===== src/rtl/mac_scheduler_pkg.sv =====
// mac_scheduler_pkg
//   Shared definitions for the MAC scheduler slice: default sizes, the
//   scheduler state encoding and a width helper used for counter/id widths.
//   No ports (package).
package mac_scheduler_pkg;

  localparam int BITSIZE_DEFAULT = 16;
  localparam int N_DEFAULT       = 6;
  localparam int NREQ_DEFAULT    = 4;

  // One-bit state: either waiting for a request or stepping through a job.
  typedef enum logic {
    IDLE = 1'b0,
    ACC  = 1'b1
  } state_t;

  // Number of bits needed to index 'value' items, never less than one so a
  // single-entry counter or id still has a real signal behind it.
  function automatic int clog2_min1(input int value);
    int width;
    width = 1;
    while ((1 << width) < value) width = width + 1;
    return width;
  endfunction

endpackage


===== src/rtl/mac_scheduler_if.sv =====
// mac_scheduler_if
//   Bundles the requester-side and datapath-side signals of the MAC scheduler.
//   Ports (signals):
//     req      requester request levels          (requesters -> scheduler)
//     x_flat   packed x vectors, [(r*N+j)*BITSIZE +: BITSIZE]
//     w_flat   packed w vectors, same packing
//     b_flat   packed biases, [r*BITSIZE +: BITSIZE]
//     mac_a    multiplier operand A              (scheduler -> datapath)
//     mac_b    multiplier operand B
//     mac_acc  adder operand B (running accumulator)
//     mac_sum  adder result                      (datapath -> scheduler)
//     grant    one-hot requester being served
//     busy     job in progress
//     y        result of last completed job
//     y_valid  one-cycle pulse, y/y_id valid
//     y_id     requester index of y
//   Modports: slave = scheduler view, master = requesters + datapath view.
interface mac_scheduler_if
  import mac_scheduler_pkg::*;
#(
  parameter int BITSIZE = BITSIZE_DEFAULT,
  parameter int N       = N_DEFAULT,
  parameter int NREQ    = NREQ_DEFAULT
);

  localparam int ID_W = clog2_min1(NREQ);

  logic [NREQ-1:0]           req;
  logic [NREQ*N*BITSIZE-1:0] x_flat;
  logic [NREQ*N*BITSIZE-1:0] w_flat;
  logic [NREQ*BITSIZE-1:0]   b_flat;
  logic [BITSIZE-1:0]        mac_a;
  logic [BITSIZE-1:0]        mac_b;
  logic [BITSIZE-1:0]        mac_acc;
  logic [BITSIZE-1:0]        mac_sum;
  logic [NREQ-1:0]           grant;
  logic                      busy;
  logic [BITSIZE-1:0]        y;
  logic                      y_valid;
  logic [ID_W-1:0]           y_id;

  modport slave (
    input  req, x_flat, w_flat, b_flat, mac_sum,
    output mac_a, mac_b, mac_acc, grant, busy, y, y_valid, y_id
  );

  modport master (
    output req, x_flat, w_flat, b_flat, mac_sum,
    input  mac_a, mac_b, mac_acc, grant, busy, y, y_valid, y_id
  );

endinterface


===== src/rtl/mac_scheduler_rr_arbiter.sv =====
// rr_arbiter
//   Combinational round-robin arbiter. Picks the first set request bit at or
//   above 'pointer', wrapping around past NREQ-1 back to 0.
//   Ports:
//     req          in   NREQ  request levels
//     pointer      in   ID_W  highest-priority index this round
//     grant_onehot out  NREQ  one-hot winner (all zero when no request)
//     index        out  ID_W  binary winner index (0 when no request)
//     any_req      out  1     at least one request present
module rr_arbiter
  import mac_scheduler_pkg::*;
#(
  parameter int NREQ = NREQ_DEFAULT,
  parameter int ID_W = clog2_min1(NREQ)
) (
  input  logic [NREQ-1:0] req,
  input  logic [ID_W-1:0] pointer,
  output logic [NREQ-1:0] grant_onehot,
  output logic [ID_W-1:0] index,
  output logic            any_req
);

  logic            found;
  logic [ID_W-1:0] cand;

  // Walk the requesters starting at the pointer; the modulo keeps the scan
  // inside 0..NREQ-1 even when NREQ is not a power of two. The first hit wins
  // and later hits are ignored via 'found'.
  always_comb begin
    grant_onehot = '0;
    index        = '0;
    found        = 1'b0;
    cand         = '0;
    for (int k = 0; k < NREQ; k++) begin
      cand = ID_W'((int'(pointer) + k) % NREQ);
      if (!found && req[cand]) begin
        found              = 1'b1;
        grant_onehot[cand] = 1'b1;
        index              = cand;
      end
    end
  end

  assign any_req = |req;

endmodule


===== src/rtl/mac_scheduler.sv =====
// mac_scheduler
//   Time-shares one multiply/add datapath between NREQ requesters. A granted
//   job loads its bias into the accumulator, then walks N elements feeding
//   x[j], w[j] and the accumulator to the datapath and capturing its sum.
//   The final sum is presented on y with the requester id for one cycle.
//   Ports:
//     clk    in  rising-edge clock
//     reset  in  asynchronous active-low reset
//     bus    mac_scheduler_if.slave (requests, operands, datapath, results)
module mac_scheduler
  import mac_scheduler_pkg::*;
#(
  parameter int BITSIZE = BITSIZE_DEFAULT,
  parameter int N       = N_DEFAULT,
  parameter int NREQ    = NREQ_DEFAULT
) (
  input logic            clk,
  input logic            reset,
  mac_scheduler_if.slave bus
);

  localparam int ID_W  = clog2_min1(NREQ);
  localparam int CNT_W = clog2_min1(N);
  localparam int EL_W  = clog2_min1(NREQ * N);
  localparam logic [CNT_W-1:0] CNT_LAST = CNT_W'(N - 1);
  localparam logic [ID_W-1:0]  ID_LAST  = ID_W'(NREQ - 1);

  state_t               state_q, state_d;
  logic [NREQ-1:0]      grant_q, grant_d;
  logic [ID_W-1:0]      g_q, g_d;
  logic [ID_W-1:0]      ptr_q, ptr_d;
  logic [ID_W-1:0]      y_id_q, y_id_d;
  logic [CNT_W-1:0]     cnt_q, cnt_d;
  logic [BITSIZE-1:0]   acc_q, acc_d;
  logic [BITSIZE-1:0]   y_q, y_d;
  logic                 busy_q, busy_d;
  logic                 y_valid_q, y_valid_d;

  logic [NREQ-1:0]      arb_grant;
  logic [ID_W-1:0]      arb_index;
  logic                 arb_any;

  logic [NREQ*N-1:0][BITSIZE-1:0] x_arr;
  logic [NREQ*N-1:0][BITSIZE-1:0] w_arr;
  logic [NREQ-1:0][BITSIZE-1:0]   b_arr;
  logic [EL_W-1:0]                elem_idx;
  logic [BITSIZE-1:0]             bias_sel;
  logic [BITSIZE-1:0]             mac_a_c, mac_b_c, mac_acc_c;

  // Flat buses viewed as element arrays so selection uses exact-width indices.
  assign x_arr = bus.x_flat;
  assign w_arr = bus.w_flat;
  assign b_arr = bus.b_flat;

  rr_arbiter #(
    .NREQ (NREQ),
    .ID_W (ID_W)
  ) u_arb (
    .req          (bus.req),
    .pointer      (ptr_q),
    .grant_onehot (arb_grant),
    .index        (arb_index),
    .any_req      (arb_any)
  );

  // Operand selection. Everything comes from registered g/cnt/acc so the
  // datapath sees stable operands for the whole cycle; outside a job the
  // operands are forced to zero so the shared datapath stays quiet.
  always_comb begin
    elem_idx  = EL_W'(int'(g_q) * N + int'(cnt_q));
    bias_sel  = b_arr[arb_index];
    mac_a_c   = '0;
    mac_b_c   = '0;
    mac_acc_c = '0;
    if (state_q == ACC) begin
      mac_a_c   = x_arr[elem_idx];
      mac_b_c   = w_arr[elem_idx];
      mac_acc_c = acc_q;
    end
  end

  // Next-state logic. IDLE waits for any request and loads the winner's bias
  // so the first ACC cycle already adds x0*w0 to it. ACC captures the datapath
  // sum every edge; on the last element the sum also becomes y and the
  // pointer moves past the served requester so a still-high req waits its turn.
  always_comb begin
    state_d   = state_q;
    grant_d   = grant_q;
    g_d       = g_q;
    ptr_d     = ptr_q;
    y_id_d    = y_id_q;
    cnt_d     = cnt_q;
    acc_d     = acc_q;
    y_d       = y_q;
    busy_d    = busy_q;
    y_valid_d = 1'b0;
    case (state_q)
      IDLE: begin
        if (arb_any) begin
          grant_d = arb_grant;
          g_d     = arb_index;
          acc_d   = bias_sel;
          cnt_d   = '0;
          busy_d  = 1'b1;
          state_d = ACC;
        end
      end
      ACC: begin
        acc_d = bus.mac_sum;
        if (cnt_q < CNT_LAST) begin
          cnt_d = cnt_q + CNT_W'(1);
        end else begin
          y_d       = bus.mac_sum;
          y_id_d    = g_q;
          y_valid_d = 1'b1;
          grant_d   = '0;
          busy_d    = 1'b0;
          ptr_d     = (g_q == ID_LAST) ? '0 : g_q + ID_W'(1);
          state_d   = IDLE;
        end
      end
      default: state_d = IDLE;
    endcase
  end

  // State register. Reset drops any job in flight without a y_valid and
  // returns the round-robin pointer to requester 0.
  always_ff @(posedge clk or negedge reset) begin
    if (!reset) begin
      state_q   <= IDLE;
      grant_q   <= '0;
      g_q       <= '0;
      ptr_q     <= '0;
      y_id_q    <= '0;
      cnt_q     <= '0;
      acc_q     <= '0;
      y_q       <= '0;
      busy_q    <= 1'b0;
      y_valid_q <= 1'b0;
    end else begin
      state_q   <= state_d;
      grant_q   <= grant_d;
      g_q       <= g_d;
      ptr_q     <= ptr_d;
      y_id_q    <= y_id_d;
      cnt_q     <= cnt_d;
      acc_q     <= acc_d;
      y_q       <= y_d;
      busy_q    <= busy_d;
      y_valid_q <= y_valid_d;
    end
  end

  assign bus.mac_a   = mac_a_c;
  assign bus.mac_b   = mac_b_c;
  assign bus.mac_acc = mac_acc_c;
  assign bus.grant   = grant_q;
  assign bus.busy    = busy_q;
  assign bus.y       = y_q;
  assign bus.y_valid = y_valid_q;
  assign bus.y_id    = y_id_q;

endmodule

===== src/flat_wrapper.sv =====
// flat-port wrapper written by rule: the top's interface ports become plain ports
module mac_scheduler_flat import mac_scheduler_pkg::*;
#(
  parameter int BITSIZE = BITSIZE_DEFAULT,
  parameter int N       = N_DEFAULT,
  parameter int NREQ    = NREQ_DEFAULT
)
  (clk, reset, bus_req, bus_x_flat, bus_w_flat, bus_b_flat, bus_mac_sum, bus_mac_a, bus_mac_b, bus_mac_acc, bus_grant, bus_busy, bus_y, bus_y_valid, bus_y_id);
  mac_scheduler_if #(.BITSIZE(BITSIZE), .N(N), .NREQ(NREQ)) bus_i ();
  input logic clk;
  input logic reset;
  input wire logic [$bits(bus_i.req)-1:0] bus_req;
  input wire logic [$bits(bus_i.x_flat)-1:0] bus_x_flat;
  input wire logic [$bits(bus_i.w_flat)-1:0] bus_w_flat;
  input wire logic [$bits(bus_i.b_flat)-1:0] bus_b_flat;
  input wire logic [$bits(bus_i.mac_sum)-1:0] bus_mac_sum;
  output wire logic [$bits(bus_i.mac_a)-1:0] bus_mac_a;
  output wire logic [$bits(bus_i.mac_b)-1:0] bus_mac_b;
  output wire logic [$bits(bus_i.mac_acc)-1:0] bus_mac_acc;
  output wire logic [$bits(bus_i.grant)-1:0] bus_grant;
  output wire logic [$bits(bus_i.busy)-1:0] bus_busy;
  output wire logic [$bits(bus_i.y)-1:0] bus_y;
  output wire logic [$bits(bus_i.y_valid)-1:0] bus_y_valid;
  output wire logic [$bits(bus_i.y_id)-1:0] bus_y_id;
  assign bus_i.req = bus_req;
  assign bus_i.x_flat = bus_x_flat;
  assign bus_i.w_flat = bus_w_flat;
  assign bus_i.b_flat = bus_b_flat;
  assign bus_i.mac_sum = bus_mac_sum;
  assign bus_mac_a = bus_i.mac_a;
  assign bus_mac_b = bus_i.mac_b;
  assign bus_mac_acc = bus_i.mac_acc;
  assign bus_grant = bus_i.grant;
  assign bus_busy = bus_i.busy;
  assign bus_y = bus_i.y;
  assign bus_y_valid = bus_i.y_valid;
  assign bus_y_id = bus_i.y_id;
  mac_scheduler #(.BITSIZE(BITSIZE), .N(N), .NREQ(NREQ)) u_core (.clk(clk), .reset(reset), .bus(bus_i));
endmodule

===== config.mk =====
export PLATFORM = sky130hd
export DESIGN_NAME = mac_scheduler_flat
export DESIGN_NICKNAME = d
export VERILOG_FILES = /design/src/rtl/mac_scheduler_pkg.sv /design/src/rtl/mac_scheduler_if.sv /design/src/rtl/mac_scheduler_rr_arbiter.sv /design/src/rtl/mac_scheduler.sv /design/src/flat_wrapper.sv
export SDC_FILE = /design/constraint.sdc
export NUM_CORES = 1
export LEC_CHECK = 0
export ABC_AREA = 1
export CAP_MARGIN = 20
export CELL_PAD_IN_SITES_DETAIL_PLACEMENT = 0
export CELL_PAD_IN_SITES_GLOBAL_PLACEMENT = 1
export CORE_AREA = 4 4 354 356
export DETAILED_ROUTE_END_ITERATION = 16
export DIE_AREA = 0 0 358 360
export HOLD_SLACK_MARGIN = 0.05
export PLACE_DENSITY = 0.54
export SYNTH_ARGS = -nofsm -noshare
export SYNTH_HDL_FRONTEND = slang
export SYNTH_SLANG_ARGS = --single-unit

===== constraint.sdc =====
create_clock -name clk -period 9 [get_ports clk]
set_input_delay 1.8 -clock clk [delete_from_list [all_inputs] [get_ports clk]]
set_output_delay 1.8 -clock clk [all_outputs]
set_load 0.01 [all_outputs]

**Word-level counts from Yosys, hierarchy flattened**

Cells that the tools add are included.

- Bitwise logic cells: 5
- Eq/ne operators: 4
- Reductions and logical operators: 15
- Mux-type cells: 53
- Magnitude comparators: 11
- Multiply operators: 1
- Add/subtract/negate cells: 6

Operators by type and width:

| operator | number |
|---|---|
| $bmux 16 s5 | 2 |
| $mux 16 | 7 |
| $bmux 16 s2 | 1 |
| $pmux 16 s2 | 1 |
| $mux 4 | 6 |
| $mux 1 | 17 |
| $lt 2x3->1 const B | 5 |
| $or 4x4->4 | 3 |
| $mux 2 | 5 |
| $bmux 1 s2 | 4 |
| $demux 1 s2 | 4 |
| $ge 2x1->1 const B | 4 |
| $pmux 4 s2 | 1 |
| $reduce_and 2->1 | 4 |
| $logic_and 1x1->1 | 7 |
| $lt 5x6->1 const B | 1 |
| $mux 3 | 2 |
| $pmux 3 s2 | 1 |
| $add 5x4->5 | 1 |
| $add 2x1->2 const B | 2 |
| $add 2x2->2 const B | 2 |
| $mul 2x2->4 const B | 1 |
| $ne 2x2->1 const B | 2 |
| $pmux 1 s2 | 2 |
| 7 further kinds | 10 |

- Bits of input ports: 854
- Register bits after elaboration: 48
- Logic and storage cells: 105

**Logic depth before layout (Yosys ltp)**

Gate-level depths: netlist of run 1.

- Depth in word-level cells: 16
- Gate-level depth with buffers: 15
- Depth with buffers taken out: 14

**By module**

A second synthesis of run 1 with hierarchy kept.

- Cell total of the unflattened synthesis: 2,322
- Area, all modules: 11,014.3 um2

Modules (own cells, without submodules):

| module | cells an instance | sequential area each (um2) | times used | area each (um2) |
|---|---|---|---|---|
| mac_scheduler | 2,248 | 1,201.2 | 1 | 10,568.9 |
| rr_arbiter | 74 | 0.0 | 1 | 445.4 |

**Least setup slack after synthesis of run 1**

No wires, ideal clock.

- Kind: input to output
- Start: input port bus_x_flat[154]
- End: output port bus_mac_a[10]
- Buffers on the path: 0
- Setup slack: 4,715 ps
- Cell stages on the path: 6
- Arrival time: 2,485 ps
- Path through: nand2_1 nand2_1 a21oi_1 o311ai_0 nand2_1 nor2_1

- Longest elaborated chain between the ends: 3

RTL lines:

| element | RTL line | source |
|---|---|---|
| from (decl) | flat_wrapper.sv:13 | `input wire logic [$bits(bus_i.x_flat)-1:0] bus_x_flat;` |
| $bmux 16 s5 | mac_scheduler.sv:76 | `mac_a_c = x_arr[elem_idx];` |
| $mux 16 (implied by the code) | mac_scheduler.sv:76 |  |
| $mux 16 | mac_scheduler.sv:75 | `if (state_q == ACC) begin` |
| to (decl) | flat_wrapper.sv:17 | `output wire logic [$bits(bus_i.mac_a)-1:0] bus_mac_a;` |

No other way between the ends. The select of a mux whose other input is x is not followed.

**Worst setup path after layout of run 1**

- Start: register u_core.g_q[0]
- End: output port bus_mac_a[11]

- Longest elaborated chain between the ends: 5

RTL lines:

| element | RTL line | source |
|---|---|---|
| from (decl) | mac_scheduler.sv:30 | `logic [ID_W-1:0] g_q, g_d;` |
| from (signal assigned) | mac_scheduler.sv:143 | `g_q <= g_d;` |
| $mul 2x2->4 | mac_scheduler.sv:70 | `elem_idx = EL_W'(int'(g_q) * N + int'(cnt_q));` |
| $add 5x4->5 | mac_scheduler.sv:70 |  |
| $bmux 16 s5 | mac_scheduler.sv:76 |  |
| $mux 16 (implied by the code) | mac_scheduler.sv:76 |  |
| $mux 16 | mac_scheduler.sv:75 |  |

No other way between the ends. The select of a mux whose other input is x is not followed.

==> results.toml, run 1 <==
[sta]
report.final.slew_viol_count = 0
slew_headroom = 0.279
fin_crit_ns = 7.02
hold_violations = 0
holdWs_ns = 0.483
finalSetupTns_ns = 0
fin_skew_ns = 0.00386
setup_viol = 0
min_period_over_period = 0.780
max_freq_ghz = 0.142
rsz0062_at_grt = "false"
worst_pin_slew_ns = 1.08

[logic_synthesis]
synth_nets = 2905
ys.warnings.count = 0
avgSynthCellArea_sq_um = 5.17
syn_area_sq_mm = 0.0105
ys.flop_type = "dfrtp_1"
seq_area_frac_synth = 0.114
synth_cell_types = 42
synth_seq_cells = 48
synth_cells = 2036
synth_edf_count = 0
synthArstFlopShare = 1.00

[worst_setup_path]
r2r_slack_ns = 5.37
cp.required_ns = 7.20
critPathKind = "reg2out"
end_kind = "output pin"
path_max_fanout = 70
worstPathArrival_ns = 5.22
cp-start-kind = "flip-flop"

[route]
vias = 17500
vias_per_cell = 3.91
drc_errors = 0
routed_wl_mm = 112
ant_nets = 0
drt_iter0_markers = 1151
firstDrtPassIters = 5
wl_per_cell_microns = 25.0

[placed_design]
dp_hpwl_mm = 91.9
io_buffers = 925
place_congestion = 0.820
placed_cells = 4439

[cells_and_area]
final-seq-area_sq_mm = 0.00121
fillerInstances = 14200
utilization = 0.178
nNetsFinal = 3691
areaGrowthSynthToFinish_pct = 106
multi_input_area_sq_mm = 0.00834
final_common_cell = "clkdlybuf4s50_1"
layout.cells.most_common_list = "clkdlybuf4s50_1, nand2_1, nand3_1"
instances_no_fill = 4465
layout-drive-gt1-share = 0.0308

[pwr]
p_seq_frac = 0.050
cellPowerDensity_mw_per_mm2 = 463
switching_share = 0.665
clock_power_share = 0.020
p_int_w = 0.00336
peakVddDrop_mv = 0.353
power.share.combinational = 0.930
p_switching_w = 0.00667
p_total_w = 0.0100
p_leak_nw = 8.62

[global_routing]
grt_use_met1 = 0.200
grt_pass1_vias = 17900
grt_busiest_layer = "met2"
grt_use_met2 = 0.286
grt_pass1_wl_mm = 147
gr-total-overflow = 0
grt_max_degree = 136
grt_util_met3 = 0.0365
grt.total_usage = 0.162
grt_antenna_before_repair = 39

[clock_tree]
cts_resized = 0
clockBufferDepth = 2
hold_buffers = 0
cts_sinks = 48
insertion_delay_ns = 0.31
cts_tree = "yes"
path_clk_slew_ns = 0.07
cts_root_buf = "clkbuf_16"
cts_setup_buffers = 0
htree_levels = 2
cts_made_buffers = 5

[min_path]
hold_path_class = "reg2reg"

[die]
start_util = 0.0865
core-area_sq_mm = 0.122
die_area_sq_mm = 0.129
die_h_microns = 360
rows = 128
ios = 926
die_w_microns = 358

[job]
max-cap-violations = 0

[run_status]
outcome = "completed"
-- power groups by stage --
stage / logic, W / registers (W) / clock network (W)
2_1_floorplan: 0.00458 / 0.000406 / 0
3_3_place_gp: 0.00961 / 0.000513 / 0
3_5_place_dp: 0.00963 / 0.000513 / 0
4_1_cts: 0.00966 / 0.000509 / 0.000219
5_1_grt: 0.0102 / 0.000523 / 0.000223
6_report: 0.00933 / 0.000502 / 0.000202
-- through the flow --
step / instance area [sq um] / setup slack (ns)
after CTS: 21600 / 1.96
after global routing: 21600 / 1.81
after detailed placement: 21500 / 2.31
final: 21600 / 1.98
after floorplan: 10500 / 4.71
after global placement: 21400 / 2.30
-- final timing paths --
check / from / to / cells after the start
max: u_core.g_q[0]$_DFFE_PN0P_ / bus_mac_a[11] / 11
min: u_core.bus.y[0]$_DFFE_PN0P_ / u_core.bus.y[0]$_DFFE_PN0P_ / 2
max reg2reg: u_core.cnt_q[0]$_DFFE_PN0P_ / u_core.bus.grant[2]$_DFFE_PN0P_ / 10
min reg2reg: u_core.bus.y[0]$_DFFE_PN0P_ / u_core.bus.y[0]$_DFFE_PN0P_ / 2
max in group asynchronous: reset / u_core.state_q$_DFF_PN0_ / 2
min in group asynchronous: reset / u_core.bus.y[12]$_DFFE_PN0P_ / 2
-- synth_stat cells (3+ instances only) --
| library cell | number | area, sq um |
|---|---|---|
| a211oi_1 | 3 | 22.5 |
| a21oi_1 | 247 | 1240 |
| a221oi_1 | 6 | 52.6 |
| a22oi_1 | 36 | 270 |
| a31oi_1 | 4 | 25.0 |
| a32oi_1 | 11 | 96.3 |
| buf_1 | 24 | 90.1 |
| buf_2 | 59 | 295 |
| buf_4 | 5 | 37.5 |
| buf_6 | 4 | 45.0 |
| clkbuf_1 | 93 | 349 |
| dfrtp_1 | 48 | 1200 |
| ha_1 | 14 | 175 |
| inv_1 | 61 | 229 |
| inv_2 | 6 | 22.5 |
| nand2_1 | 855 | 3210 |
| nand2_2 | 5 | 31.3 |
| nand2_4 | 4 | 45.0 |
| nand3_1 | 326 | 1630 |
| nand3_2 | 5 | 50.1 |
| nand3b_1 | 19 | 143 |
| nand4_1 | 10 | 62.6 |
| nor2_1 | 50 | 188 |
| nor2_4 | 4 | 45.0 |
| nor3_1 | 8 | 40.0 |
| o2111a_1 | 7 | 78.8 |
| o211a_1 | 6 | 60.1 |
| o21ai_0 | 57 | 285 |
| o221ai_1 | 19 | 166 |
| o311ai_0 | 23 | 201 |
| o31ai_1 | 6 | 45.0 |
-- routing by layer --
layer,routed length (microns),part of all wire
met1,46400,0.41
met2,55200,0.49
met3,8430,0.075
met4,1670,0.015
met5,104,0.00093
-- worst max-delay path: stages, from the launching register on --
cell,delay (ns)
dfrtp_1,0.48
inv_1,0.08
ha_1,0.35
fa_4,0.92
inv_6,0.55
buf_12,0.35
nand2_1,0.10
a21oi_1,0.58
a21oi_1,0.28
a21oi_1,0.21
o211a_1,0.20
clkdlybuf4s50_1,0.55
-- sequential cells by signal, indices dropped and copies added (netlist names) --
signal,count
u_core.bus.y_id,2
u_core.ptr_q,2
u_core.bus.y_valid,1
u_core.g_q,2
u_core.cnt_q,3
u_core.bus.grant,4
u_core.state_q,1
u_core.acc_q,16
u_core.bus.y,16
u_core.bus.busy,1
-- cell families (layout without fill, tap and decap cells) --
family,after synthesis,in the layout,synth area share
flops,48,48,0.114
simple gates,1288,1288,0.518
fa+ha+maj,15,15,0.0185
xor+xnor,2,2,0.00166
other cells,0,17,0
compound gates,431,431,0.246
buf+inv,252,1039,0.102
-- cell type report --
| cell class | count | share of cell area |
|---|---|---|
| diodes | 17 | 0.00197 |
| clock buffers | 6 | 0.00595 |
| clock inverters | 2 | 0.000578 |
| inverters | 67 | 0.0125 |
| multi-input cells | 1736 | 0.385 |
| flip-flops and latches | 48 | 0.0558 |
| well taps | 1625 | 0.0939 |
| repair buffers | 964 | 0.444 |
Power figures use the tool's default switching activity.
==> run 2: changes to the inputs <==
--- a/config.mk
+++ b/config.mk
@@ -9,11 +9,11 @@
 export CAP_MARGIN = 20
 export CELL_PAD_IN_SITES_DETAIL_PLACEMENT = 0
 export CELL_PAD_IN_SITES_GLOBAL_PLACEMENT = 1
-export CORE_AREA = 4 4 354 356
+export CORE_AREA = 4 4 362 364
 export DETAILED_ROUTE_END_ITERATION = 16
-export DIE_AREA = 0 0 358 360
+export DIE_AREA = 0 0 366 368
 export HOLD_SLACK_MARGIN = 0.05
-export PLACE_DENSITY = 0.54
+export PLACE_DENSITY = 0.52
 export SYNTH_ARGS = -nofsm -noshare
 export SYNTH_HDL_FRONTEND = slang
 export SYNTH_SLANG_ARGS = --single-unit
==> constraint.sdc (replaced) <==
create_clock -name clk -period 7.2 [get_ports clk]
set_input_delay 1.44 -clock clk [delete_from_list [all_inputs] [get_ports clk]]
set_output_delay 1.44 -clock clk [all_outputs]
set_load 0.01 [all_outputs]
==> run 2 against run 1 <==
Worst hold slack barely moved. Final cell count rose by 1.0%. Sequential share of layout area barely moved. Clock skew rose by 0.0085 ns. Clock-buffer cell count did not move. Sequential cell count did not move. Register-to-register slack got worse by 1.8 ns. Clock power rose by 31%. Critical path depth fell by 2. Wire length rose by 3.0%. Utilization fell by 0.65 points. Critical endpoint is now bus_mac_a[12]. Largest cell class unchanged. Largest power group unchanged. Highest routed layer unchanged.
==> results.toml, run 2 (synthesis gave the netlist of run 1 again) <==
[run_status]
outcome = "completed"

[global_routing]
grt_pass1_vias = 17900
grt_antenna_before_repair = 38
grt_pass1_wl_mm = 152
gr-total-overflow = 0
grt_max_degree = 119
grt.total_usage = 0.161

[clock_tree]
htree_levels = 2
cts_setup_buffers = 0
hold_buffers = 0
clockBufferDepth = 2
insertion_delay_ns = 0.31
path_clk_slew_ns = 0.07
cts_root_buf = "clkbuf_16"
cts_made_buffers = 5
cts_sinks = 48
cts_resized = 0
cts_tree = "yes"

[worst_setup_path]
critPathKind = "reg2out"
worstPathArrival_ns = 4.80
cp-start-kind = "flip-flop"
cp.required_ns = 5.76
end_kind = "output pin"
critPathLaunch = "u_core.g_q[0]$_DFFE_PN0P_"
r2r_start = "u_core.ptr_q[0]$_DFFE_PN0P_"
path_max_fanout = 65

[cells_and_area]
nNetsFinal = 3703
layout.cells.most_common_list = "clkdlybuf4s50_1, nand2_1, nand3_1"
final_common_cell = "clkdlybuf4s50_1"
instances_no_fill = 4511
utilization = 0.171
layout-drive-gt1-share = 0.0353
final_area_sq_mm = 0.0218
areaGrowthSynthToFinish_pct = 107

[sta]
slew_headroom = 0.306
report.final.slew_viol_count = 0
min_period_over_period = 0.867
fin_crit_ns = 6.24
holdWs_ns = 0.483
finalSetupTns_ns = 0
max_freq_ghz = 0.160
setup_viol = 0
fin_skew_ns = 0.0123
hold_violations = 0
worst_pin_slew_ns = 1.04
rsz0062_at_grt = "false"

[placed_design]
place_congestion = 0.854
dp_hpwl_mm = 95.0
placed_cells = 4489
io_buffers = 925
dpl_cell_area_sq_mm = 0.0216

[route]
firstDrtPassIters = 5
vias = 17400
ant_nets = 0
drc_errors = 0
vias_per_cell = 3.87
drt_iter0_markers = 1051
wl_per_cell_microns = 25.5
routed_wl_mm = 115

[die]
die_h_microns = 368
ios = 926
die_area_sq_mm = 0.135
core-area_sq_mm = 0.127
rows = 131
start_util = 0.0827
die_w_microns = 366

[min_path]
hold_path_class = "reg2reg"
hold_start = "u_core.bus.y[10]$_DFFE_PN0P_"

[pwr]
peakVddDrop_mv = 0.359
p_leak_nw = 8.71
cellPowerDensity_mw_per_mm2 = 584

[job]
max-cap-violations = 0
[run 2: layout make-up]
| class | instances | area (sq um) |
|---|---|---|
| Fill cell | 14800 | 106000 |
| Tap cell | 1662 | 2080 |
| Inverter | 67 | 273 |
| Antenna cell | 14 | 35.0 |
| Clock buffer | 6 | 139 |
| Timing Repair Buffer | 976 | 9740 |
| Clock inverter | 2 | 13.8 |
| Sequential cell | 48 | 1210 |
| Multi-Input combinational cell | 1736 | 8330 |
[run 2: worst paths after layout]
kind	to	depth (start not counted)	slack (ns)
max	bus_mac_a[12]	9	0.96
min	u_core.bus.y[10]$_DFFE_PN0P_	2	0.48
max reg2reg	u_core.acc_q[12]$_DFFE_PN0P_	12	3.58
min reg2reg	u_core.bus.y[10]$_DFFE_PN0P_	2	0.48
max in group asynchronous	u_core.state_q$_DFF_PN0_	2	5.35
min in group asynchronous	u_core.bus.y[11]$_DFFE_PN0P_	2	1.27
[run 2: power breakdown]
group / switching, W / internal [W]
Clock: 0.000124 / 0.000140
Sequential: 0.000176 / 0.000405
Combinational: 0.00814 / 0.00377
[run 2: stage by stage]
stage	worst slack (ns)	total power (W)
after CTS	0.592	0.0133
after detailed placement	0.957	0.0130
after global placement	0.955	0.0131
final	0.958	0.0128
after floorplan	3.31	0.00624
after global routing	0.596	0.0140
[run 2: routing by layer]
layer / GRT usage / up-vias / share of wire
li1: - / 8500 / -
met1: 0.199 / 8157 / 0.42
met2: 0.285 / 692 / 0.49
met3: 0.0406 / 82 / 0.072
met4: 0.0295 / 16 / 0.017
met5: 0 / - / 0.00083
[run 2: critical path, stage by stage (launching register included)]
cell and delay, ns:
dfrtp_1 0.48, inv_1 0.08, ha_1 0.35, fa_4 0.75
inv_6 0.54, o21ai_0 0.19, o221ai_1 0.54, o311ai_0 0.42
a21oi_1 0.43, clkdlybuf4s50_1 0.68
